[config.mk]
export PLATFORM = sky130hd
export DESIGN_NAME = sev_seg_scan_ctrl_flat
export DESIGN_NICKNAME = d
export VERILOG_FILES = /design/src/rtl/sev_seg_scan_ctrl_if.sv /design/src/rtl/sev_seg_scan_ctrl.sv /design/src/flat_wrapper.sv
export SDC_FILE = /design/constraint.sdc
export NUM_CORES = 1
export LEC_CHECK = 0
export ABC_AREA = 1
export CORE_MARGIN = 2
export CORE_UTILIZATION = 50
export CTS_BUF_LIST = sky130_fd_sc_hd__clkbuf_2 sky130_fd_sc_hd__clkbuf_4 sky130_fd_sc_hd__clkbuf_8
export DETAILED_ROUTE_END_ITERATION = 10
export PLACE_DENSITY_LB_ADDON = 0.12
export SLEW_MARGIN = 15
export SYNTH_ARGS = -nofsm -noshare
export SYNTH_HDL_FRONTEND = slang
export SYNTH_SLANG_ARGS = --single-unit
[constraint.sdc]
create_clock -name clk -period 2 [get_ports clk]
set_clock_uncertainty 0.2 [all_clocks]
set_input_delay 0.4 -clock clk [delete_from_list [all_inputs] [get_ports clk]]
set_output_delay 0.4 -clock clk [all_outputs]
set_load 0.1 [all_outputs]
[src/rtl/sev_seg_scan_ctrl_if.sv]
// Load channel between the ticket/counter logic and the 7-segment scan controller.
// The master offers a new display value; the slave accepts it when it has room.
interface sev_seg_scan_ctrl_if #(
    parameter int NUM_DIGITS = 4
);
    logic                    load_valid;
    logic                    load_ready;
    logic [4*NUM_DIGITS-1:0] load_data;
    logic                    blank_lz;

    modport master (
        output load_valid,
        output load_data,
        output blank_lz,
        input  load_ready
    );

    modport slave (
        input  load_valid,
        input  load_data,
        input  blank_lz,
        output load_ready
    );
endinterface

[src/rtl/sev_seg_scan_ctrl.sv]
// Scans NUM_DIGITS BCD digits through one shared segment decoder onto a common-anode display.
// New values are held in a pending buffer and committed only at frame boundaries.
module sev_seg_scan_ctrl #(
    parameter int NUM_DIGITS   = 4,
    parameter int REFRESH_DIV  = 50000,
    parameter int BLANK_CYCLES = 2
) (
    input  logic                  clk,
    input  logic                  rst,
    sev_seg_scan_ctrl_if.slave    load_if,
    output logic [3:0]            dec_num,
    input  logic [6:0]            dec_seg,
    output logic [6:0]            seg_n,
    output logic [NUM_DIGITS-1:0] an_n,
    output logic                  frame_done
);

    localparam int IDX_W  = $clog2(NUM_DIGITS);
    localparam int CNT_W  = $clog2(REFRESH_DIV);
    localparam int DATA_W = 4 * NUM_DIGITS;

    localparam logic [IDX_W-1:0] LAST_IDX  = IDX_W'(NUM_DIGITS - 1);
    localparam logic [CNT_W-1:0] LAST_CNT  = CNT_W'(REFRESH_DIV - 1);
    localparam logic [CNT_W-1:0] BLANK_LIM = CNT_W'(BLANK_CYCLES);
    localparam logic [CNT_W-1:0] CNT_ONE   = CNT_W'(1);
    localparam logic [IDX_W-1:0] IDX_ONE   = IDX_W'(1);
    localparam logic [NUM_DIGITS-1:0] AN_ONE = NUM_DIGITS'(1);

    typedef enum logic [0:0] {
        ST_BLANK = 1'b0,
        ST_SHOW  = 1'b1
    } state_t;

    state_t                  state_r;
    state_t                  state_nxt_s;
    logic [CNT_W-1:0]        slot_cnt_r;
    logic [CNT_W-1:0]        slot_cnt_nxt_s;
    logic [IDX_W-1:0]        digit_idx_r;
    logic [IDX_W-1:0]        digit_idx_nxt_s;
    logic                    slot_end_s;
    logic                    frame_end_s;

    logic [DATA_W-1:0]       disp_r;
    logic [DATA_W-1:0]       pend_r;
    logic                    pend_full_r;
    logic [6:0]              seg_n_r;

    logic [3:0]              digit_raw_s;
    logic                    digit_bad_s;
    logic                    upper_zero_s;
    logic                    suppress_s;
    logic [3:0]              dec_num_s;
    logic [NUM_DIGITS-1:0]   an_n_s;

    // Slot/digit sequencing and the BLANK/SHOW decision for the next cycle
    always_comb begin
        slot_end_s      = (slot_cnt_r == LAST_CNT);
        frame_end_s     = slot_end_s && (digit_idx_r == LAST_IDX);
        slot_cnt_nxt_s  = slot_cnt_r + CNT_ONE;
        digit_idx_nxt_s = digit_idx_r;
        state_nxt_s     = ST_SHOW;
        if (slot_end_s) begin
            slot_cnt_nxt_s = {CNT_W{1'b0}};
            if (digit_idx_r == LAST_IDX) begin
                digit_idx_nxt_s = {IDX_W{1'b0}};
            end else begin
                digit_idx_nxt_s = digit_idx_r + IDX_ONE;
            end
        end else begin
            slot_cnt_nxt_s = slot_cnt_r + CNT_ONE;
        end
        if (slot_cnt_nxt_s < BLANK_LIM) begin
            state_nxt_s = ST_BLANK;
        end else begin
            state_nxt_s = ST_SHOW;
        end
    end

    // Scan state registers
    always_ff @(posedge clk) begin
        if (rst) begin
            state_r     <= ST_BLANK;
            slot_cnt_r  <= {CNT_W{1'b0}};
            digit_idx_r <= {IDX_W{1'b0}};
        end else begin
            state_r     <= state_nxt_s;
            slot_cnt_r  <= slot_cnt_nxt_s;
            digit_idx_r <= digit_idx_nxt_s;
        end
    end

    // Current digit, its decoder code and whether its anode stays dark
    always_comb begin
        digit_raw_s  = disp_r[{digit_idx_r, 2'b00} +: 4];
        digit_bad_s  = (digit_raw_s > 4'd9);
        // A leading zero is one where this digit and every digit above it are zero
        upper_zero_s = ((disp_r >> {digit_idx_r, 2'b00}) == {DATA_W{1'b0}});
        suppress_s   = digit_bad_s ||
                       (load_if.blank_lz && (digit_idx_r != {IDX_W{1'b0}}) && upper_zero_s);
        if (digit_bad_s) begin
            dec_num_s = 4'h0;
        end else begin
            dec_num_s = digit_raw_s;
        end
        an_n_s = {NUM_DIGITS{1'b1}};
        case (state_r)
            ST_SHOW: begin
                if (suppress_s) begin
                    an_n_s = {NUM_DIGITS{1'b1}};
                end else begin
                    an_n_s = ~(AN_ONE << digit_idx_r);
                end
            end
            default: an_n_s = {NUM_DIGITS{1'b1}};
        endcase
    end

    // Segment output register; dark during the anti-ghosting window
    always_ff @(posedge clk) begin
        if (rst) begin
            seg_n_r <= 7'h7F;
        end else if (state_r == ST_BLANK) begin
            seg_n_r <= 7'h7F;
        end else begin
            seg_n_r <= dec_seg;
        end
    end

    // Pending buffer and frame-aligned commit into the displayed value
    always_ff @(posedge clk) begin
        if (rst) begin
            pend_r      <= {DATA_W{1'b0}};
            pend_full_r <= 1'b0;
            disp_r      <= {DATA_W{1'b0}};
        end else if (frame_end_s && pend_full_r) begin
            disp_r      <= pend_r;
            pend_full_r <= 1'b0;
        end else if (load_if.load_valid && !pend_full_r) begin
            pend_r      <= load_if.load_data;
            pend_full_r <= 1'b1;
        end else begin
            pend_full_r <= pend_full_r;
        end
    end

    assign load_if.load_ready = ~pend_full_r;
    assign dec_num            = dec_num_s;
    assign an_n               = an_n_s;
    assign seg_n              = seg_n_r;
    assign frame_done         = frame_end_s;

endmodule

[src/flat_wrapper.sv]
// flat-port wrapper written by rule: the top's interface ports become plain ports
module sev_seg_scan_ctrl_flat 
#(
    parameter int NUM_DIGITS   = 4,
    parameter int REFRESH_DIV  = 50000,
    parameter int BLANK_CYCLES = 2
)
  (clk, rst, dec_num, dec_seg, seg_n, an_n, frame_done, load_if_load_valid, load_if_load_data, load_if_blank_lz, load_if_load_ready);
  sev_seg_scan_ctrl_if #(.NUM_DIGITS(NUM_DIGITS)) load_if_i ();
  input  logic clk;
  input  logic rst;
  output logic [3:0] dec_num;
  input  logic [6:0] dec_seg;
  output logic [6:0] seg_n;
  output logic [NUM_DIGITS-1:0] an_n;
  output logic frame_done;
  input wire logic [$bits(load_if_i.load_valid)-1:0] load_if_load_valid;
  input wire logic [$bits(load_if_i.load_data)-1:0] load_if_load_data;
  input wire logic [$bits(load_if_i.blank_lz)-1:0] load_if_blank_lz;
  output wire logic [$bits(load_if_i.load_ready)-1:0] load_if_load_ready;
  assign load_if_i.load_valid = load_if_load_valid;
  assign load_if_i.load_data = load_if_load_data;
  assign load_if_i.blank_lz = load_if_blank_lz;
  assign load_if_load_ready = load_if_i.load_ready;
  sev_seg_scan_ctrl #(.NUM_DIGITS(NUM_DIGITS), .REFRESH_DIV(REFRESH_DIV), .BLANK_CYCLES(BLANK_CYCLES)) u_core (.clk(clk), .rst(rst), .load_if(load_if_i), .dec_num(dec_num), .dec_seg(dec_seg), .seg_n(seg_n), .an_n(an_n), .frame_done(frame_done));
endmodule
=== Word level (Yosys, flattened, before mapping) ===
Cells that the tools add are included.
Widths: inputs -> output; s select.

* Bits in registers: 59
* Word-level logic and storage cells: 38

* Reductions and logical operators: 12
* Bitwise operators: 4
* Add/sub/neg operators: 2
* Eq/ne operators: 2
* $lt $le $gt $ge: 2
* Shift-type cells: 3
* Multiplexer cells: 6

{| class="wikitable"
|+ Operator list
! kind !! number
|-
| $add 16x1->16 const B || 1
|-
| $eq 16x16->1 const B || 1
|-
| $logic_not 16->1 || 1
|-
| $lt 16x2->1 const B || 1
|-
| $mux 16 || 1
|-
| $shiftx 16x5->4 || 1
|-
| $shr 16x4->16 || 1
|-
| $mux 4 || 3
|-
| $logic_and 1x1->1 || 5
|-
| $gt 4x4->1 const B || 1
|-
| $not 4->4 || 1
|-
| $reduce_or 2->1 || 2
|-
| $shl 1x2->4 const A || 1
|-
| $not 1->1 || 3
|-
| $add 2x1->2 const B || 1
|-
| $eq 2x2->1 const B || 1
|-
| $mux 2 || 1
|-
| $reduce_and 2->1 || 1
|-
| $reduce_bool 2->1 || 1
|-
| $logic_not 1->1 || 1
|-
| $logic_or 1x1->1 || 1
|-
| $mux 1 || 1
|}

=== Depth between registers and ports, before layout ===
* Depth after elaboration: 6
* Gate-level depth with buffers: 12

=== Worst setup path before layout ===
No wires, ideal clock.

* Kind: register to output
* Start point: register u_core.digit_idx_r[0]
* End point: output dec_num[0]
* Required time: 1.400 ns
* Arrival: 2.481 ns
* Stages on the path, launching flop included: 6
* Buffers on the path: 0
* Path slack: -1.081 ns
* Path through: dfxtp_1 > clkinv_1 > a21oi_1 > a22o_1 > nand2_1 > a21oi_1

* Longest elaborated chain between the ends: 3

{| class="wikitable"
|+ Ends and longest elaborated chain
! item !! line !! RTL
|-
| start: declaration || sev_seg_scan_ctrl.sv:38 || <nowiki>logic [IDX_W-1:0] digit_idx_r;</nowiki>
|-
| start signal: assignment || sev_seg_scan_ctrl.sv:84 || <nowiki>digit_idx_r <= {IDX_W{1'b0}};</nowiki>
|-
| start signal: assignment || sev_seg_scan_ctrl.sv:88 || <nowiki>digit_idx_r <= digit_idx_nxt_s;</nowiki>
|-
| $shiftx 16x5->4 (*) || sev_seg_scan_ctrl.sv:94 || <nowiki>digit_raw_s = disp_r[{digit_idx_r, 2'b00} +: 4];</nowiki>
|-
| $gt 4x4->1 || sev_seg_scan_ctrl.sv:95 || <nowiki>digit_bad_s = (digit_raw_s > 4'd9);</nowiki>
|-
| $mux 4 (*) || sev_seg_scan_ctrl.sv:100 || <nowiki>if (digit_bad_s) begin</nowiki>
|-
| end: declaration || flat_wrapper.sv:12 || <nowiki>output logic [3:0] dec_num;</nowiki>
|}

Mark *: on every way between the ends. The rest lies on a longest branch, timed or not.

=== Worst setup path after layout ===
* Start point: register u_core.digit_idx_r[0]
* End point: output an_n[2]

* Longest elaborated chain between the ends: 6
* Elaborated cells on any way between the ends: 12

{| class="wikitable"
|+ Ends and longest elaborated chain
! item !! line !! RTL
|-
| parallel branches: the longest is 4 deep, another holds $gt 4x4->1 || - ||
|-
| $mux 4 (*) || sev_seg_scan_ctrl.sv:108 || <nowiki>if (suppress_s) begin</nowiki>
|-
| $mux 4 (*) || sev_seg_scan_ctrl.sv:106 || <nowiki>case (state_r)</nowiki>
|-
| end: declaration || flat_wrapper.sv:15 || <nowiki>output logic [NUM_DIGITS-1:0] an_n;</nowiki>
|}

Every way passes the cells marked *.

==> metrics.yaml <==
cpMostUsedCell: "nand2_2"
arrival_ps: 1870
numPortBuffers: 43
die_y_um: 78.2
start_kind: "register"
hold_class: "in2reg"
path_cells: "buf_6 -> a21oi_2 -> a22o_1 -> nand2_2 -> nand2_2 -> nand4_1 -> buf_12"
grt_usage_pct: 23.1
clockBufferDepth: 2
wl_um: 6840
path_clk_slew_ps: 70
critPathRequiredTime_ps: 1400
cts_tree: "yes"
critical_path_buf_inv_count: 2
hpwl_um: 4570
max_freq_mhz: 405
finalCritPeriodShare_pct: 124
drtIter0Drc: 115
synth_xor_area_share_pct: 0.954
end_kind: "output pin"
cts_hold_buffers: 0
antenna_found_initial: 0
yosysWarnings: 0
ys.flop_type: "dfxtp_1"
period_needed_ps: 2470
gp_congestion: 0.982
path_depth: 7
fp.coreArea_um2: 5410
numCtsBuffers: 9
synth.distinct_cells: 31
io_pins: 44
die_area_um2: 6120
synth_compound_area_share_pct: 11.4
fp-row-count: 27
dp.cells: 517
setup_slack_ps: -471
final_cell_area_um2: 4130
grt_pass1_vias: 2510
syn-cell-area_um2: 2760
setup_violations: 9
synth_top_area_share_pct: 42.9
p_leak_nw: 1.71
worstMarginPinSlew_ps: 376
cts-root-buf: "clkbuf_8"
remaining_drc_errors: 0
synth_top_family_by_area: "simple AND/OR/NAND/NOR gates"
grt_pass1_wl_um: 11200
antenna_left: 0
yosys-top-cells-area: "dfxtp_1, nand2_1, nor2_1"
drv_slew: 0
seq_area_frac_synth_pct: 42.9
netlist_instances: 393
clkSinkCount: 59
drt_first_pass_iters: 4
r2r_cells: 10
worstPathMaxFanout: 8
avgRoutedWirePerCell_um: 12.6
preCtsSetupSlack_ps: -233
powerDensity_nw_per_um2: 672
fin_util_pct: 76.4
post_synth_mux_area_share_pct: 0
synth_area_per_cell_um2: 7.01
synthArstFlopShare_pct: 0
power_mw: 2.78
synth-adder-area-share_pct: 2.27
max_stage_delay_ps: 390
status: "finished with violations"
synth.most_common_cell: "nand2_1"
final_cells: 544
critical_path.top_delay_family: "simple AND/OR/NAND/NOR gates"
path_class: "reg2out"
die_w_um: 78.2
drive_gt1_share_pct: 25.8
nFillCells: 390
syn_nets: 425
grt_start_max_net_pins: 47
placed_area_um2: 3610
vdd_drop_max_mv: 0.712
yosysTopAreaCell: "dfxtp_1"
critPathSlowestCell: "dfxtp_4"
ys_ff_latch: 59
synth_edf_count: 0
rsz0062_at_grt: "yes"
synth_common_cells: "nand2_1, nor2_1, dfxtp_1"
via_per_inst: 5.03
initial_core_util_pct: 51.0
num-nets-final: 500
num_vias: 2739
overflow: 0
maxSlewHeadroom_pct: 74.9
yosys.area_share.simple_pct: 33.4
insertion_delay_ps: 350
violations: "setup timing"
area_growth_pct: 50.0
htreeDepth: 3
min_path_cells: 2
diodes: 0
finalHoldViolCount: 0
max_cap_violations: 0
-- metrics by stage --
stage / setup TNS, ps / hold slack [ps]
final: -3200 / 186
after CTS: -3040 / 179
after floorplan: -3300 / 240
after global routing: -3850 / 200
after detailed placement: -884 / 255
after global placement: -732 / 253
-- flip-flops by register name, summed over array words and instances (netlist names) --
signal              count
u_core.pend_r          16
u_core.pend_full_r      1
u_core.digit_idx_r      2
u_core.seg_n            7
u_core.state_r          1
u_core.slot_cnt_r      16
u_core.disp_r          16
-- repair_timing --
action | in CTS | in global routing
buffers inserted | 3 | 9
pin swaps | 10 | 16
setup endpoints to repair | 10 | 14
gates resized for setup | 17 | 46
gates cloned | 0 | 1
-- routing by layer --
metal	vias to the layer above	track usage (%)	part of all wire (%)
li1	1424	-	-
met1	1230	29.9	47
met2	74	36.5	46
met3	11	5.63	5.5
met4	0	10.2	1.9
met5	-	0	0
-- kinds of logic after synthesis --
family                     after synthesis
DFF                                     59
xor gates and xnor gates                 3
and+or+nand+nor                        217
buffers and inverters                   63
AOI/OAI and AO/OA                       46
adders and majority gates                5
-- power by group --
part           switching [mW]  internal (mW)  leakage [nW]
combinational           0.186          0.136          1.12
clock                   0.472          0.743         0.109
sequential             0.0247           1.21         0.488
-- cell usage in the layout, fill, tap and decap left out, drive strengths merged, types with 2 or more instances in the layout --
master	synthesis	final
dfxtp	59	59
inv	48	51
ha	5	5
a21oi	13	13
a211oi	23	23
nor3	11	11
a22o	2	2
nor4	7	7
o21ai	6	6
nor2	84	84
buf	4	50
nand3	16	16
clkbuf	8	12
nand2	86	86
nand4	10	10
bufinv	0	2
xor2	2	2
clkdlybuf4s50	0	25
-- worst paths after layout --
| check | start | to | slack, ps |
|---|---|---|---|
| max | u_core.digit_idx_r[0] | an_n[2] | -470 |
| min | rst | u_core.pend_r[9] | 190 |
| max reg2reg | u_core.digit_idx_r[0] | u_core.disp_r[4] | 80 |
| min reg2reg | u_core.pend_r[7] | u_core.disp_r[7] | 270 |
-- final cells by class --
class                      count  area (um^2)  share of cell area (%)
clock buffer                  11          145                    3.51
clock inverter                 4         73.8                    1.79
inverter                      51          206                    5.00
multi-input combinational    271         1500                    36.2
sequential                    59         1210                    29.3
tap                           72         90.1                    2.18
timing repair buffer          76          912                    22.1
Power figures use the tool's default switching activity.
